<file path="src/rtl/z80_mem_bridge.sv">
// z80_mem_bridge: Z80 bus to single-port sync memory bridge (req/ack).
// Optional macro: Z80_BRIDGE_TIMEOUT_EN (REQ timeout, sticky err).
//
// Ports:
//   clk, rst_n            clock, async active-low reset
//   a, d_out              Z80 address / write data
//   mreq_n, iorq_n, rd_n,
//   wr_n, m1_n, rfsh_n    Z80 strobes (active-low)
//   d_in, wait_n          registered read data / WAIT to the Z80
//   mem_req, mem_we,
//   mem_addr, mem_wdata,
//   mem_fetch             memory request side (all registered)
//   mem_ack, mem_rdata    memory acknowledge / read data
//   err                   sticky timeout flag
module z80_mem_bridge #(
    parameter int ADDR_W     = 16,
    parameter int EXTRA_WAIT = 0,
    parameter int TIMEOUT    = 255
) (
    input  logic              clk,
    input  logic              rst_n,
    input  logic [15:0]       a,
    input  logic [7:0]        d_out,
    input  logic              mreq_n,
    input  logic              iorq_n,
    input  logic              rd_n,
    input  logic              wr_n,
    input  logic              m1_n,
    input  logic              rfsh_n,
    output logic [7:0]        d_in,
    output logic              wait_n,
    output logic              mem_req,
    output logic              mem_we,
    output logic [ADDR_W-1:0] mem_addr,
    output logic [7:0]        mem_wdata,
    output logic              mem_fetch,
    input  logic              mem_ack,
    input  logic [7:0]        mem_rdata,
    output logic              err
);

    typedef enum logic [1:0] {
        IDLE,
        REQ,
        STRETCH,
        HOLD
    } state_t;

    localparam logic [3:0] STR_LAST = 4'(EXTRA_WAIT - 1);

    state_t     state;
    state_t     state_d;
    logic [3:0] scnt;
    logic       abort_q;
    logic       start;
    logic       aborted;
    logic       tmo_hit;
    logic       unused_ok;

    // I/O cycles are rejected by mreq_n alone, so iorq_n is not decoded.
    assign unused_ok = ^{iorq_n, a, TIMEOUT[0]};

    assign start = !mreq_n && rfsh_n && (!rd_n || !wr_n);

    // mreq_n seen high at any REQ edge marks the access as abandoned.
    assign aborted = abort_q || mreq_n;

    always_comb begin
        state_d = state;
        case (state)
            IDLE: begin
                if (start)
                    state_d = REQ;
            end
            REQ: begin
                if (mem_ack) begin
                    if (aborted)
                        state_d = IDLE;
                    else if (EXTRA_WAIT > 0)
                        state_d = STRETCH;
                    else
                        state_d = HOLD;
                end else if (tmo_hit) begin
                    state_d = HOLD;
                end
            end
            STRETCH: begin
                if (scnt == STR_LAST)
                    state_d = HOLD;
            end
            HOLD: begin
                if (mreq_n)
                    state_d = IDLE;
            end
            default: state_d = IDLE;
        endcase
    end

    always_ff @(posedge clk or negedge rst_n) begin
        if (!rst_n) begin
            state     <= IDLE;
            wait_n    <= 1'b1;
            mem_req   <= 1'b0;
            mem_we    <= 1'b0;
            mem_addr  <= '0;
            mem_wdata <= '0;
            mem_fetch <= 1'b0;
            d_in      <= '0;
            scnt      <= '0;
            abort_q   <= 1'b0;
        end else begin
            state   <= state_d;
            // Outputs follow the next state so they are registered
            // yet change on the same edge as the state.
            mem_req <= (state_d == REQ);
            wait_n  <= !((state_d == REQ) || (state_d == STRETCH));

            if (state == IDLE && start) begin
                mem_addr  <= a[ADDR_W-1:0];
                mem_we    <= rd_n;
                mem_wdata <= d_out;
                mem_fetch <= ~m1_n;
            end

            if (state == IDLE)
                abort_q <= 1'b0;
            else if (state == REQ && mreq_n)
                abort_q <= 1'b1;

            if (state == REQ && mem_ack && !aborted && !mem_we)
                d_in <= mem_rdata;
            else if (tmo_hit && !mem_we)
                d_in <= 8'hFF;

            if (state == STRETCH)
                scnt <= scnt + 4'd1;
            else
                scnt <= '0;
        end
    end

`ifdef Z80_BRIDGE_TIMEOUT_EN
    localparam logic [7:0] TMO_LAST = 8'(TIMEOUT - 1);

    logic [7:0] tcnt;

    assign tmo_hit = (state == REQ) && !mem_ack
                     && (tcnt == TMO_LAST);

    always_ff @(posedge clk or negedge rst_n) begin
        if (!rst_n) begin
            tcnt <= '0;
            err  <= 1'b0;
        end else begin
            if (state == REQ)
                tcnt <= tcnt + 8'd1;
            else
                tcnt <= '0;
            if (tmo_hit)
                err <= 1'b1;
        end
    end
`else
    assign tmo_hit = 1'b0;
    assign err     = 1'b0;
`endif

endmodule

</file>
<file path="config.mk">
export PLATFORM = sky130hd
export DESIGN_NAME = z80_mem_bridge
export DESIGN_NICKNAME = d
export VERILOG_FILES = /design/src/rtl/z80_mem_bridge.sv
export SDC_FILE = /design/constraint.sdc
export NUM_CORES = 1
export LEC_CHECK = 0
export CAP_MARGIN = 10
export CORE_MARGIN = 2
export CORE_UTILIZATION = 41
export CTS_BUF_LIST = sky130_fd_sc_hd__clkbuf_4 sky130_fd_sc_hd__clkbuf_8 sky130_fd_sc_hd__clkbuf_16
export CTS_CLUSTER_SIZE = 30
export DETAILED_ROUTE_END_ITERATION = 16
export PLACE_DENSITY = 0.77
export SLEW_MARGIN = 10
export SYNTH_ARGS = -nofsm -noshare
export SYNTH_HDL_FRONTEND = slang
export SYNTH_SLANG_ARGS = --single-unit
export TNS_END_PERCENT = 20
</file>
<file path="constraint.sdc">
create_clock -name clk -period 1.9 [get_ports clk]
set_input_delay 0.475 -clock clk [delete_from_list [all_inputs] [get_ports clk]]
set_output_delay 0.475 -clock clk [all_outputs]
set_load 0.02 [all_outputs]
</file>
**After elaboration in Yosys (flattened, before gate mapping)**

Index checks and enable logic that the tools add are counted.

- Input port bits: 41
- Bits in registers: 43
- Logic and storage cells: 45

- Reductions and logical operators: 18
- Bitwise logic cells: 1
- Equality and inequality tests: 6
- Mux-type cells: 9
- Add/subtract/negate cells: 1

Operators with widths:

| cell | number |
|---|---|
| two-way mux 2 bit | 5 |
| one-hot mux 2 bit (4 select lines) | 1 |
| logical AND 1 bit | 7 |
| equality test 2 bit (second input constant) | 3 |
| zero test 1 bit | 6 |
| adder 4 x 1 -> 4 bit (second input constant) | 1 |
| equality test 2 x 1 -> 1 bit (second input constant) | 2 |
| equality test 4 bit (second input constant) | 1 |
| two-way mux 4 bit | 1 |
| logical OR 1 bit | 3 |
| zero test 2 bit | 1 |
| two-way mux 1 bit | 2 |
| nonzero test 2 bit | 1 |
| NOT 1 bit | 1 |

**Depth between registers and ports, before layout**

Gate-level depths: netlist (run 1).

- Depth after elaboration: 8
- Gate-level depth with buffers: 5

**Least setup slack after synthesis (run 1)**

Ideal clock, no wire load.

- Path kind: reg-to-reg
- From: register state[1]
- To: register mem_addr[0]
- Setup slack: 356 ps
- Required time: 1775 ps
- Library setup time: 125 ps
- Stages on the path, launching flop included: 6
- Arrival time: 1419 ps
- Buffers on the path: 2
- Path through: dfrtp_1 buf_6 nor4b_4 nand2_4 buf_6 mux2_4

- Word-level cells in the longest chain between the ends: 2

RTL lines:

| element | line | text |
|---|---|---|
| start, declared | 51 | `state_t state;` |
| start signal, assigned | 112 | `state <= state_d;` |
| zero test 2 bit | 118 | `if (state == IDLE && start) begin` |
| logical AND 1 bit | 118 |  |
| end signal, assigned | 119 | `mem_addr <= a[ADDR_W-1:0];` |
| end, declared | 34 | `output logic [ADDR_W-1:0] mem_addr,` |

No other way between the ends.
A chain may end at the register's enable or synchronous reset.

**Worst setup path after layout (run 1)**

- From: register mem_we
- To: output mem_we

RTL lines:

| element | line | text |
|---|---|---|
| start, declared | 33 | `output logic mem_we,` |
| start signal, assigned | 120 | `mem_we <= rd_n;` |

No word-level cell between the ends.

==> insert_results.sql, run 1 <==
INSERT INTO impl_metrics (metric_group, metric, value, unit) VALUES
('outcome', 'run_status', 'finished, final reports clean', ''),
('yosys', 'synth_adder_area_share', '1.409', '%'),
('worst_setup_path', 'critPathMaxStageDelay', '0.62', 'ns'),
('global_route', 'grt_util_all_layers', '16.41', '%'),
('floorplan', 'vertical_die_dimension', '69.81', 'um'),
('detailed_routing', 'detail_route.vias_per_cell', '4.770', ''),
('global_route', 'vias_in_the_first_global_route', '1329', ''),
('floorplan', 'design.portCount', '78', ''),
('yosys', 'ys_warns', '0', ''),
('worst_setup_path', 'critical_path.slowest_cell', 'sky130_fd_sc_hd__clkdlybuf4s50_1', ''),
('floorplan', 'design.die.area', '4873', 'um2'),
('detailed_routing', 'drc_errors', '0', ''),
('floorplan', 'floorplan.die.width', '69.81', 'um'),
('worst_setup_path', 'cp_num_buf_inv', '1', ''),
('worst_setup_path', 'cp.arrival', '1.29', 'ns'),
('global_route', 'antenna_found_initial', '0', ''),
('placed_design', 'preCtsSetupSlack', '-0.1123', 'ns'),
('clock_tree', 'worst_skew_pair.late_latency', '0.29', 'ns'),
('clock_tree', 'cts_hold_buf', '0', ''),
('detailed_routing', 'detailroute.via_count', '1183', ''),
('clock_tree', 'clk_pin_slew', '0.07', 'ns'),
('placed_design', 'place_congestion', '0.7247', ''),
('layout', 'finalNonFillerCells', '248', ''),
('timing', 'timing.final.hold_violations', '0', ''),
('pwr', 'max-vdd-ir-drop', '0.7991', 'mV'),
('job', 'cap_violations', '0', ''),
('global_route', 'maximum_number_of_pins_on_one_net_before_global_route_repair', '25', ''),
('floorplan', 'floorplan.initialDensity', '43.45', '%'),
('layout', 'final_core_util', '66.35', '%'),
('timing', 'fin_tns_setup', '0', 'ns'),
('timing', 'drv_slew', '0', ''),
('worst_setup_path', 'crit_chain', 'clkdlybuf4s50_1', ''),
('yosys', 'post_synth.cell_area_avg', '15.57', 'um2'),
('floorplan', 'rows', '23', ''),
('timing', 'postLayoutSetupSlackWorst', '0.1398', 'ns'),
('yosys', 'postSynthCellCount', '114', ''),
('worst_setup_path', 'timing.critical_path.to_type', 'primary output', ''),
('timing', 'clock_skew', '0.003660', 'ns'),
('layout', 'drive_above_1_share', '24.75', '%'),
('hold_path', 'hp-class', 'in -> async', ''),
('worst_setup_path', 'critical_path.top_delay_family', 'buffers and inverters', ''),
('timing', 'max_freq', '568.1', 'MHz'),
('placed_design', 'io_buffer_count', '75', ''),
('pwr', 'cellPowerDensity', '1604', 'nW/um2'),
('timing', 'period_needed', '1.760', 'ns'),
('worst_setup_path', 'cp_data_required_time', '1.42', 'ns'),
('worst_setup_path', 'critical_path_peak_fanout', '3', ''),
('detailed_routing', 'drtPass1Iterations', '4', ''),
('yosys', 'nets_in_the_synthesized_netlist', '157', ''),
('detailed_routing', 'routed_wirelength_normalized_by_instance_count', '14.70', 'um'),
('global_route', 'gr-total-overflow', '0', ''),
('yosys', 'syn-cell-area', '1775', 'um2'),
('global_route', 'grt_pass1_wl', '6285', 'um'),
('detailed_routing', 'final_antenna_net_count', '0', ''),
('clock_tree', 'cts.sinks', '43', ''),
('clock_tree', 'tritoncts', 'done', ''),
('timing', 'unrepaired_setup_endpoints_after_global_routing', 'no', ''),
('yosys', 'post_synth_xor_area_fraction', '0.9866', '%'),
('layout', 'antenna_cells', '0', ''),
('yosys', 'synth-compound-area-share', '2.678', '%'),
('yosys', 'synth_mux_area_share', '24.88', '%'),
('layout', 'fin_nets', '240', ''),
('floorplan', 'core_area', '4086', 'um2'),
('clock_tree', 'post_cts.repair.setup_buffers', '0', ''),
('layout', 'area.growth.synth_to_final', '52.71', '%'),
('clock_tree', 'cts_root_buf', 'sky130_fd_sc_hd__clkbuf_8', ''),
('placed_design', 'cell_count_post_placement', '240', ''),
('clock_tree', 'cts-buffers-inserted', '5', ''),
('timing', 'period_share', '92.64', '%'),
('yosys', 'synth_cell_type_count', '26', ''),
('worst_setup_path', 'path_class', 'reg -> out', ''),
('yosys', 'synth-seq-cells', '43', ''),
('worst_setup_path', 'worstSetupStartpointType', 'flip-flop', ''),
('timing', 'finalSetupViolCount', '0', ''),
('yosys', 'ys_seq_area_share', '60.68', '%'),
('yosys', 'synth_simple_gate_area_share', '5.567', '%'),
('detailed_routing', 'detailedRoute.firstIterationViolations', '19', ''),
('yosys', 'dominant_combinational_cell_family_by_area_after_synthesis', 'multiplexers', ''),
('pwr', 'leakagePower', '1.275', 'nW'),
('clock_tree', 'clk_path_buf_depth', '2', ''),
('placed_design', 'detailed_place_hpwl', '2847', 'um'),
('detailed_routing', 'drt_wl_total', '3646', 'um'),
('clock_tree', 'cts_max_level', '2', '');
## through the flow
stage / cell area, um2 / hold slack, ns / total power [mW]
after global routing: 2711 / 0.1551 / 4.601
after CTS: 2709 / 0.1371 / 4.408
after global placement: 2605 / 0.4432 / 3.681
after floorplan: 1775 / 0.1794 / 2.739
after detailed placement: 2605 / 0.4543 / 3.761
final: 2711 / 0.1347 / 4.349
## Yosys cell counts
master,number,area (um2)
sky130_fd_sc_hd__o22a_1,1,8.760
sky130_fd_sc_hd__buf_4,1,7.510
sky130_fd_sc_hd__mux2i_1,1,10.01
sky130_fd_sc_hd__xnor2_1,1,8.760
sky130_fd_sc_hd__nor4b_4,1,23.77
sky130_fd_sc_hd__nand4_1,1,6.260
sky130_fd_sc_hd__a2bb2oi_1,1,8.760
sky130_fd_sc_hd__xor2_1,1,8.760
sky130_fd_sc_hd__inv_1,6,22.52
sky130_fd_sc_hd__nand2_4,1,11.26
sky130_fd_sc_hd__nor2_1,3,11.26
sky130_fd_sc_hd__and3b_1,1,8.760
sky130_fd_sc_hd__dfrtp_1,42,1051
sky130_fd_sc_hd__nor2b_1,1,6.260
sky130_fd_sc_hd__nand2_1,4,15.01
sky130_fd_sc_hd__buf_6,3,33.78
sky130_fd_sc_hd__o21ai_0,2,10.01
sky130_fd_sc_hd__conb_1,1,3.750
sky130_fd_sc_hd__and3_1,1,6.260
sky130_fd_sc_hd__mux2_2,13,146.4
sky130_fd_sc_hd__nor3_1,1,5.000
sky130_fd_sc_hd__ha_1,2,25.02
sky130_fd_sc_hd__a21oi_1,4,20.02
sky130_fd_sc_hd__nand3_1,1,5.000
sky130_fd_sc_hd__mux2_4,19,285.3
sky130_fd_sc_hd__dfstp_2,1,26.28
## power by group
part           switching (mW)  internal, mW  total, mW  leakage, nW
Sequential              0.277          1.35       1.63        0.525
Combinational           0.902          1.20       2.10        0.695
Clock                   0.278         0.346      0.624       0.0549
Total                    1.46          2.89       4.35         1.28
## logic make-up (layout without fill, tap and decap cells)
kind of cell | Yosys count | count (layout)
flip-flops | 43 | 43
multiplexers | 33 | 33
AND/OR/NAND/NOR | 15 | 15
buffers and inverters | 10 | 94
AO/OA/AOI/OAI | 8 | 8
adder cells (fa/ha/maj) | 2 | 2
XOR/XNOR | 2 | 2
other | 1 | 1
## routing by layer
metal,GRT usage [%],vias to the layer above,wire (um)
met4,6.410,0,51
li1,-,551,-
met2,27.72,62,1823
met1,19.21,565,1457
met3,5.523,5,312
met5,0,-,0
## flip-flops by register name, summed over array words and instances (netlist names)
name / count
wait_n: 1
scnt: 4
mem_fetch: 1
state: 2
mem_we: 1
d_in: 8
mem_req: 1
mem_addr: 16
mem_wdata: 8
abort_q: 1
## area by class of cell
cell class	count	area, um2
Clock buffer	8	103.9
Fill cell	283	1375
Inverter	6	22.52
Multi-Input combinational cell	61	634.4
Sequential cell	43	1077
Tap cell	50	62.56
Timing Repair Buffer	80	810.8
## worst paths after layout
check / slack (ns) / cells after the start / startpoint / end
max in group asynchronous: 1.21 / 2 / rst_n / wait_n
worst min-delay path: 0.13 / 1 / rst_n / mem_wdata[0]
min in group clk: 0.49 / 1 / scnt[0] / scnt[0]
worst max register to register: 0.32 / 5 / state[1] / wait_n
worst min register to register: 0.49 / 1 / scnt[0] / scnt[0]
worst max-delay path: 0.14 / 1 / mem_we / mem_we
## placed cells by master (no fill, tap or decap)
cell type	count
sky130_fd_sc_hd__o21ai_0	2
sky130_fd_sc_hd__buf_4	3
sky130_fd_sc_hd__clkbuf_8	7
sky130_fd_sc_hd__conb_1	1
sky130_fd_sc_hd__a2bb2oi_1	1
sky130_fd_sc_hd__clkbuf_4	1
sky130_fd_sc_hd__mux2i_1	1
sky130_fd_sc_hd__inv_1	6
sky130_fd_sc_hd__nor4b_4	1
sky130_fd_sc_hd__buf_12	2
sky130_fd_sc_hd__nor2b_1	1
sky130_fd_sc_hd__nand4_1	1
sky130_fd_sc_hd__a21oi_1	4
sky130_fd_sc_hd__xnor2_1	1
sky130_fd_sc_hd__clkdlybuf4s50_1	73
sky130_fd_sc_hd__and3b_1	1
sky130_fd_sc_hd__and3_1	1
sky130_fd_sc_hd__mux2_4	19
sky130_fd_sc_hd__xor2_1	1
sky130_fd_sc_hd__buf_2	1
sky130_fd_sc_hd__nand3_1	1
sky130_fd_sc_hd__nor3_1	1
sky130_fd_sc_hd__nand2_1	4
sky130_fd_sc_hd__nor2_1	3
sky130_fd_sc_hd__mux2_2	13
sky130_fd_sc_hd__o22a_1	1
sky130_fd_sc_hd__dfstp_2	1
sky130_fd_sc_hd__ha_1	2
sky130_fd_sc_hd__nand2_4	1
sky130_fd_sc_hd__dlymetal6s2s_1	1
sky130_fd_sc_hd__dfrtp_1	42
## what timing repair did
action                     4_1_cts  5_1_grt
resized for setup                0        1
hold endpoints to repair         0        0
setup endpoints to repair        0        1
Power figures use the tool's default switching activity.
==> inputs of run 2 (changes only) <==
- ABC_CLOCK_PERIOD_IN_PS: default -> 1900
==> results of run 2 <==
The final DEF is identical to that of run 1; final timing and power are the same.
